==> src/rtl/mcp_scan_ctrl_if.sv <==
// ADC transaction engine link between the scan scheduler (master) and the
// SPI conversion engine (slave).
interface mcp_scan_ctrl_if #(
    parameter int unsigned CW     = 3,
    parameter int unsigned DATA_W = 10
);
    logic              adc_start;
    logic [CW-1:0]     adc_ch;
    logic              adc_sgl;
    logic              adc_busy;
    logic              adc_done;
    logic [DATA_W-1:0] adc_data;

    modport master (
        output adc_start, adc_ch, adc_sgl,
        input  adc_busy, adc_done, adc_data
    );

    modport slave (
        input  adc_start, adc_ch, adc_sgl,
        output adc_busy, adc_done, adc_data
    );
endinterface

==> src/rtl/mcp_scan_ctrl.sv <==
// Periodic round-robin ADC scan scheduler with one arbitrated host read slot
// and per-channel over-temperature alarms with hysteresis.
module mcp_scan_ctrl #(
    parameter int unsigned N_CH    = 8,
    parameter int unsigned DATA_W  = 10,
    parameter int unsigned PERIOD  = 50000,
    parameter int unsigned TIMEOUT = 255,
    localparam int unsigned CW     = $clog2(N_CH)
) (
    input  logic              clk,
    input  logic              rst_n,
    input  logic [N_CH-1:0]   ch_en,
    input  logic [DATA_W-1:0] alarm_hi,
    input  logic [DATA_W-1:0] alarm_lo,
    input  logic              host_req,
    input  logic [CW-1:0]     host_ch,
    output logic              host_ack,
    output logic [DATA_W-1:0] host_data,
    mcp_scan_ctrl_if.master   adc,
    output logic              result_valid,
    output logic [CW-1:0]     result_ch,
    output logic [DATA_W-1:0] result_data,
    output logic              scan_done,
    output logic [N_CH-1:0]   alarm,
    output logic              overrun,
    output logic              err_timeout
);
    localparam int unsigned PW = $clog2(PERIOD);
    localparam int unsigned TW = $clog2(TIMEOUT + 1);
    localparam logic [PW-1:0] PerLast = PW'(PERIOD - 1);
    localparam logic [TW-1:0] TmoMax  = TW'(TIMEOUT);

    typedef enum logic [2:0] {StIdle, StArb, StIssue, StWait, StStore} state_e;

    state_e            state_q, state_d;
    logic [PW-1:0]     per_cnt_q, per_cnt_d;
    logic [TW-1:0]     tmo_cnt_q, tmo_cnt_d;
    logic              scan_pend_q, scan_pend_d;
    logic              scan_act_q, scan_act_d;
    logic [N_CH-1:0]   mask_q, mask_d;
    logic [CW-1:0]     ch_q, ch_d;
    logic              owner_host_q, owner_host_d;
    logic [DATA_W-1:0] data_q, data_d;
    logic              adc_start_q, adc_start_d;
    logic              host_ack_q, host_ack_d;
    logic [DATA_W-1:0] host_data_q, host_data_d;
    logic              result_valid_q, result_valid_d;
    logic [CW-1:0]     result_ch_q, result_ch_d;
    logic [DATA_W-1:0] result_data_q, result_data_d;
    logic              scan_done_q, scan_done_d;
    logic [N_CH-1:0]   alarm_q, alarm_d;
    logic              overrun_q, overrun_d;
    logic              err_timeout_q, err_timeout_d;
    logic              wrap;
    logic              scan_start;
    logic [CW-1:0]     low_ch;

    // Lowest pending channel of the current scan.
    always_comb begin
        low_ch = '0;
        for (int i = int'(N_CH) - 1; i >= 0; i--) begin
            if (mask_q[i]) low_ch = CW'(i);
        end
    end

    assign wrap = (per_cnt_q == PerLast);

    always_comb begin
        state_d        = state_q;
        per_cnt_d      = wrap ? '0 : per_cnt_q + 1'b1;
        tmo_cnt_d      = tmo_cnt_q;
        scan_pend_d    = scan_pend_q;
        scan_act_d     = scan_act_q;
        mask_d         = mask_q;
        ch_d           = ch_q;
        owner_host_d   = owner_host_q;
        data_d         = data_q;
        adc_start_d    = 1'b0;
        host_ack_d     = 1'b0;
        host_data_d    = host_data_q;
        result_valid_d = 1'b0;
        result_ch_d    = result_ch_q;
        result_data_d  = result_data_q;
        scan_done_d    = 1'b0;
        alarm_d        = alarm_q;
        overrun_d      = overrun_q;
        err_timeout_d  = err_timeout_q;
        scan_start     = 1'b0;

        unique case (state_q)
            StIdle: begin
                if (scan_pend_q && !scan_act_q) begin
                    scan_start  = 1'b1;
                    mask_d      = ch_en;
                    scan_pend_d = 1'b0;
                    scan_act_d  = 1'b1;
                end
                if (host_req || scan_pend_q || scan_act_q) state_d = StArb;
            end
            StArb: begin
                // The request that was just acked may still be high this cycle.
                if (host_req && !host_ack_q) begin
                    owner_host_d = 1'b1;
                    ch_d         = host_ch;
                    state_d      = StIssue;
                end else if (scan_act_q && (mask_q != '0)) begin
                    owner_host_d = 1'b0;
                    ch_d         = low_ch;
                    state_d      = StIssue;
                end else begin
                    if (scan_act_q) begin
                        scan_done_d = 1'b1;
                        scan_act_d  = 1'b0;
                    end
                    state_d = StIdle;
                end
            end
            StIssue: begin
                tmo_cnt_d = '0;
                if (!adc.adc_busy) begin
                    adc_start_d = 1'b1;
                    state_d     = StWait;
                end
            end
            StWait: begin
                if (adc.adc_done) begin
                    data_d  = adc.adc_data;
                    state_d = StStore;
                end else if (tmo_cnt_q == TmoMax) begin
                    err_timeout_d = 1'b1;
                    state_d       = StArb;
                    if (owner_host_q) begin
                        host_ack_d  = 1'b1;
                        host_data_d = '0;
                    end else begin
                        mask_d[ch_q] = 1'b0;
                    end
                end else begin
                    tmo_cnt_d = tmo_cnt_q + 1'b1;
                end
            end
            StStore: begin
                state_d = StArb;
                if (owner_host_q) begin
                    host_ack_d  = 1'b1;
                    host_data_d = data_q;
                end else begin
                    result_valid_d = 1'b1;
                    result_ch_d    = ch_q;
                    result_data_d  = data_q;
                    mask_d[ch_q]   = 1'b0;
                end
                // Set wins when the thresholds overlap.
                if (data_q > alarm_hi) begin
                    alarm_d[ch_q] = 1'b1;
                end else if (data_q < alarm_lo) begin
                    alarm_d[ch_q] = 1'b0;
                end
            end
            default: state_d = StIdle;
        endcase

        // A scan consumed on the wrap cycle does not count as overrun.
        if (wrap) begin
            scan_pend_d = 1'b1;
            if (scan_pend_q && !scan_start) overrun_d = 1'b1;
        end
    end

    always_ff @(posedge clk or negedge rst_n) begin
        if (!rst_n) begin
            state_q        <= StIdle;
            per_cnt_q      <= '0;
            tmo_cnt_q      <= '0;
            scan_pend_q    <= 1'b0;
            scan_act_q     <= 1'b0;
            mask_q         <= '0;
            ch_q           <= '0;
            owner_host_q   <= 1'b0;
            data_q         <= '0;
            adc_start_q    <= 1'b0;
            host_ack_q     <= 1'b0;
            host_data_q    <= '0;
            result_valid_q <= 1'b0;
            result_ch_q    <= '0;
            result_data_q  <= '0;
            scan_done_q    <= 1'b0;
            alarm_q        <= '0;
            overrun_q      <= 1'b0;
            err_timeout_q  <= 1'b0;
        end else begin
            state_q        <= state_d;
            per_cnt_q      <= per_cnt_d;
            tmo_cnt_q      <= tmo_cnt_d;
            scan_pend_q    <= scan_pend_d;
            scan_act_q     <= scan_act_d;
            mask_q         <= mask_d;
            ch_q           <= ch_d;
            owner_host_q   <= owner_host_d;
            data_q         <= data_d;
            adc_start_q    <= adc_start_d;
            host_ack_q     <= host_ack_d;
            host_data_q    <= host_data_d;
            result_valid_q <= result_valid_d;
            result_ch_q    <= result_ch_d;
            result_data_q  <= result_data_d;
            scan_done_q    <= scan_done_d;
            alarm_q        <= alarm_d;
            overrun_q      <= overrun_d;
            err_timeout_q  <= err_timeout_d;
        end
    end

    assign adc.adc_start = adc_start_q;
    assign adc.adc_ch    = ch_q;
    assign adc.adc_sgl   = 1'b1;
    assign host_ack      = host_ack_q;
    assign host_data     = host_data_q;
    assign result_valid  = result_valid_q;
    assign result_ch     = result_ch_q;
    assign result_data   = result_data_q;
    assign scan_done     = scan_done_q;
    assign alarm         = alarm_q;
    assign overrun       = overrun_q;
    assign err_timeout   = err_timeout_q;
endmodule

==> src/flat_wrapper.sv <==
// flat-port wrapper written by rule: the top's interface ports become plain ports
module mcp_scan_ctrl_flat 
#(
    parameter int unsigned N_CH    = 8,
    parameter int unsigned DATA_W  = 10,
    parameter int unsigned PERIOD  = 50000,
    parameter int unsigned TIMEOUT = 255,
    localparam int unsigned CW     = $clog2(N_CH)
)
  (clk, rst_n, ch_en, alarm_hi, alarm_lo, host_req, host_ch, host_ack, host_data, result_valid, result_ch, result_data, scan_done, alarm, overrun, err_timeout, adc_adc_start, adc_adc_ch, adc_adc_sgl, adc_adc_busy, adc_adc_done, adc_adc_data);
  mcp_scan_ctrl_if #(.CW(3), .DATA_W(DATA_W)) adc_i ();
  input  logic clk;
  input  logic rst_n;
  input  logic [N_CH-1:0] ch_en;
  input  logic [DATA_W-1:0] alarm_hi;
  input  logic [DATA_W-1:0] alarm_lo;
  input  logic host_req;
  input  logic [CW-1:0] host_ch;
  output logic host_ack;
  output logic [DATA_W-1:0] host_data;
  output logic result_valid;
  output logic [CW-1:0] result_ch;
  output logic [DATA_W-1:0] result_data;
  output logic scan_done;
  output logic [N_CH-1:0] alarm;
  output logic overrun;
  output logic err_timeout;
  output wire logic [$bits(adc_i.adc_start)-1:0] adc_adc_start;
  output wire logic [$bits(adc_i.adc_ch)-1:0] adc_adc_ch;
  output wire logic [$bits(adc_i.adc_sgl)-1:0] adc_adc_sgl;
  input wire logic [$bits(adc_i.adc_busy)-1:0] adc_adc_busy;
  input wire logic [$bits(adc_i.adc_done)-1:0] adc_adc_done;
  input wire logic [$bits(adc_i.adc_data)-1:0] adc_adc_data;
  assign adc_adc_start = adc_i.adc_start;
  assign adc_adc_ch = adc_i.adc_ch;
  assign adc_adc_sgl = adc_i.adc_sgl;
  assign adc_i.adc_busy = adc_adc_busy;
  assign adc_i.adc_done = adc_adc_done;
  assign adc_i.adc_data = adc_adc_data;
  mcp_scan_ctrl #(.N_CH(N_CH), .DATA_W(DATA_W), .PERIOD(PERIOD), .TIMEOUT(TIMEOUT)) u_core (.clk(clk), .rst_n(rst_n), .ch_en(ch_en), .alarm_hi(alarm_hi), .alarm_lo(alarm_lo), .host_req(host_req), .host_ch(host_ch), .host_ack(host_ack), .host_data(host_data), .adc(adc_i), .result_valid(result_valid), .result_ch(result_ch), .result_data(result_data), .scan_done(scan_done), .alarm(alarm), .overrun(overrun), .err_timeout(err_timeout));
endmodule
==> config.mk <==
export PLATFORM = sky130hd
export DESIGN_NAME = mcp_scan_ctrl_flat
export DESIGN_NICKNAME = d
export VERILOG_FILES = /design/src/rtl/mcp_scan_ctrl_if.sv /design/src/rtl/mcp_scan_ctrl.sv /design/src/flat_wrapper.sv
export SDC_FILE = /design/constraint.sdc
export NUM_CORES = 1
export LEC_CHECK = 0
export CORE_MARGIN = 3
export CORE_UTILIZATION = 30
export CTS_CLUSTER_SIZE = 20
export DETAILED_ROUTE_END_ITERATION = 7
export HOLD_SLACK_MARGIN = 0.06
export PLACE_DENSITY = 0.47
export SYNTH_ARGS = -nofsm -noshare
export SYNTH_HDL_FRONTEND = slang
export SYNTH_SLANG_ARGS = --single-unit
==> constraint.sdc <==
create_clock -name clk -period 3.04 [get_ports clk]
set_input_delay 0.608 -clock clk [delete_from_list [all_inputs] [get_ports clk]]
set_output_delay 0.608 -clock clk [all_outputs]
set_load 0.02 [all_outputs]
==> flow_metrics.tcl <==
set metrics [dict create \
    max-slew-margin-rel_pct 34.9 \
    synth_area_leaders "dfrtp_1 (51%), ha_1 (6.1%), nand2_1 (4.9%), a22o_1 (3.6%), o21ai_0 (3.5%)" \
    grt_max_degree 57 \
    switchingPower_mw 1.55 \
    drt_pass1_iterations 6 \
    max_stage_delay_ps 460 \
    p_int_mw 2.76 \
    worstSetupPathType "in -> reg" \
    fin_worst_hold_slack_ps 204 \
    synth_edf_count 0 \
    cp_top_family "compound AO/OA/AOI/OAI gates" \
    io_pins 87 \
    dpl-instance-area_mm2 0.00538 \
    drt_iter0_drc 215 \
    cp_cell_sequence "clkdlybuf4s50_1, inv_1, ha_1, a211oi_1, o21ai_0, a211o_1, o21ai_0, o21ai_0" \
    initial_core_util_pct 30.9 \
    path_clk_slew_ps 70 \
    setup_viol 0 \
    cts_tree "yes" \
    fin_skew_ps 9.50 \
    cts-resized-gates 0 \
    cp.buffers_inverters 2 \
    fin_area_mm2 0.00567 \
    final_cell_mix "dfrtp_1 (88), clkdlybuf4s50_1 (84), nand2_1 (56)" \
    cts_hold_buf 0 \
    crit_required_ps 3260 \
    yosys.area.top_type_share_pct 50.9 \
    end_kind "flop" \
    p_leak_nw 2.66 \
    nFillCells 1410 \
    antenna_found_initial 0 \
    synth_fp_nets 486 \
    synthFlopType "dfrtp_1" \
    grt.total_usage_pct 14.7 \
    syn_inst 419 \
    port_buffers 85 \
    core_area_mm2 0.0140 \
    clock_power_share_pct 25.5 \
    grt_pass1_wl_mm 18.4 \
    cts_buffers 9 \
    peakVddDrop_v 0.000376 \
    finalSetupTns_ps 0 \
    synth_area_per_cell_um2 10.3 \
    min_period_ps 2250 \
    die_x_um 126 \
    rsz0062_at_grt "no" \
    combPwrFrac_pct 34.0 \
    hold_viol_final 0 \
    cp.arrival_ps 2470 \
    min_period_over_period_pct 74.0 \
    areaGrowthSynthToFinish_pct 31.0 \
    die_h_um 126 \
    drc 0 \
    synth_seq_cells 88 \
    yosysUniqueCellTypes 61 \
    final_common_cell "dfrtp_1" \
    grt_pass1_vias 3440 \
    async_flop_share_pct 100 \
    place.gp.congestion 0.772 \
    status "finished, final reports clean" \
    cts.sinks 88 \
    via_per_inst 4.80 \
    p_sw_share_pct 35.9 \
    htreeDepth 3 \
    rows 43 \
    hpwl_mm 8.08 \
    dp_cells 676 \
    grt_overflow 0 \
    slowest_stage "clkdlybuf4s50_1" \
    post_cts_buffers 0 \
    die_area_mm2 0.0159 \
    hold_path.class "in -> async" \
    nets 574 \
    cpMostUsedCell "o21ai_0" \
    ant_nets 0 \
    insertion_delay_ps 350 \
    yosys.area.top_type "dfrtp_1" \
    fin_cells 692 \
    antenna_cells 0 \
    drv_cap 0 \
    maxSlewViolCount 0 \
    seqPwrFrac_pct 40.5 \
    seq_area_frac_synth_pct 50.9 \
    path_max_fanout 8 \
    clock.fmax_ghz 0.445 \
    cp-start-kind "input port" \
    yosysWarnings 0 \
    drt-wirelength-per-cell_um 16.2 \
    routed_wl_mm 11.2 \
    synth.cell_area_mm2 0.00433 \
    vias 3323 \
    powerDensity_mw_per_mm2 760 \
    worstMarginPinSlew_ps 970 \
    cts-root-buf "clkbuf_16" \
    clockBufferDepth 2 \
    layout-drive-gt1-share_pct 9.38 \
    fin_util_pct 40.5 \
]
[metal layers]
metal	up-vias	track usage, %	wire length, um
li1	1645	-	-
met1	1601	19.7	5260
met2	62	22.1	5150
met3	15	5.73	616
met4	0	4.23	146
met5	-	0	0
[registers in the layout, summed over array words and instances, names as in the netlist, 3 cells and up, named ones only]
signal,flops
u_core.data_q,10
u_core.per_cnt_q,16
u_core.result_ch,3
u_core.host_data,10
u_core.state_q,3
u_core.tmo_cnt_q,8
u_core.result_data,10
u_core.adc.adc_ch,3
u_core.mask_q,8
[through the flow]
| step | power (mW) | worst slack [ps] |
|---|---|---|
| 2_1_floorplan | 2.58 | 982 |
| 3_3_place_gp | 3.23 | 451 |
| 3_5_place_dp | 3.25 | 400 |
| 4_1_cts | 4.38 | 773 |
| 5_1_grt | 4.64 | 643 |
| 6_report | 4.31 | 791 |
[path summary, 6_finish.rpt]
| kind | startpoint | to | slack, ps | cells after the start |
|---|---|---|---|---|
| worst min-delay path | rst_n | u_core.overrun | 200 | 1 |
| worst max register to register | u_core.tmo_cnt_q[0] | u_core.host_data[4] | 1030 | 5 |
| min in group clk | u_core.per_cnt_q[0] | u_core.per_cnt_q[0] | 460 | 1 |
| max in group asynchronous | rst_n | async pin | 2180 | 2 |
| worst max-delay path | alarm_lo[3] | flop | 790 | 8 |
| worst min register to register | u_core.per_cnt_q[0] | u_core.per_cnt_q[0] | 460 | 1 |
[cells in the mapped netlist, types with 8 or more instances]
master	count
xor2_1	9
nand3_1	8
a22o_1	18
o21ai_0	30
nor2_1	27
mux2_2	13
dfrtp_1	88
inv_1	29
nand2_1	56
ha_1	21
a21oi_1	15
nand4_1	9
[power groups by stage]
| stage | sequential [mW] | combinational, mW | clock (mW) |
|---|---|---|---|
| final | 1.74 | 1.46 | 1.10 |
| after global routing | 1.80 | 1.64 | 1.19 |
| after CTS | 1.75 | 1.49 | 1.14 |
| after detailed placement | 1.76 | 1.48 | 0 |
| after global placement | 1.76 | 1.47 | 0 |
| after floorplan | 1.83 | 0.755 | 0 |
[final cells by class]
class                      instances  area, um^2  share of cell area (%)
clock buffer                      13         270                    4.77
clock inverter                     3        22.5                   0.397
inverter                          29         109                    1.92
multi-input combinational        289        1940                    34.3
sequential                        88        2200                    38.8
tap                              180         225                    3.97
timing repair buffer              90         898                    15.8
[logic make-up after synthesis]
kind of cell	synth area share [%]
multiplexers	3.61
adder cells (fa/ha/maj)	6.07
other	0.0867
AO/OA/AOI/OAI	13.2
buffers and inverters	4.22
flip-flops	50.9
AND/OR/NAND/NOR	18.8
XOR/XNOR	3.04
Note: power is estimated with default switching activity, not from simulation.
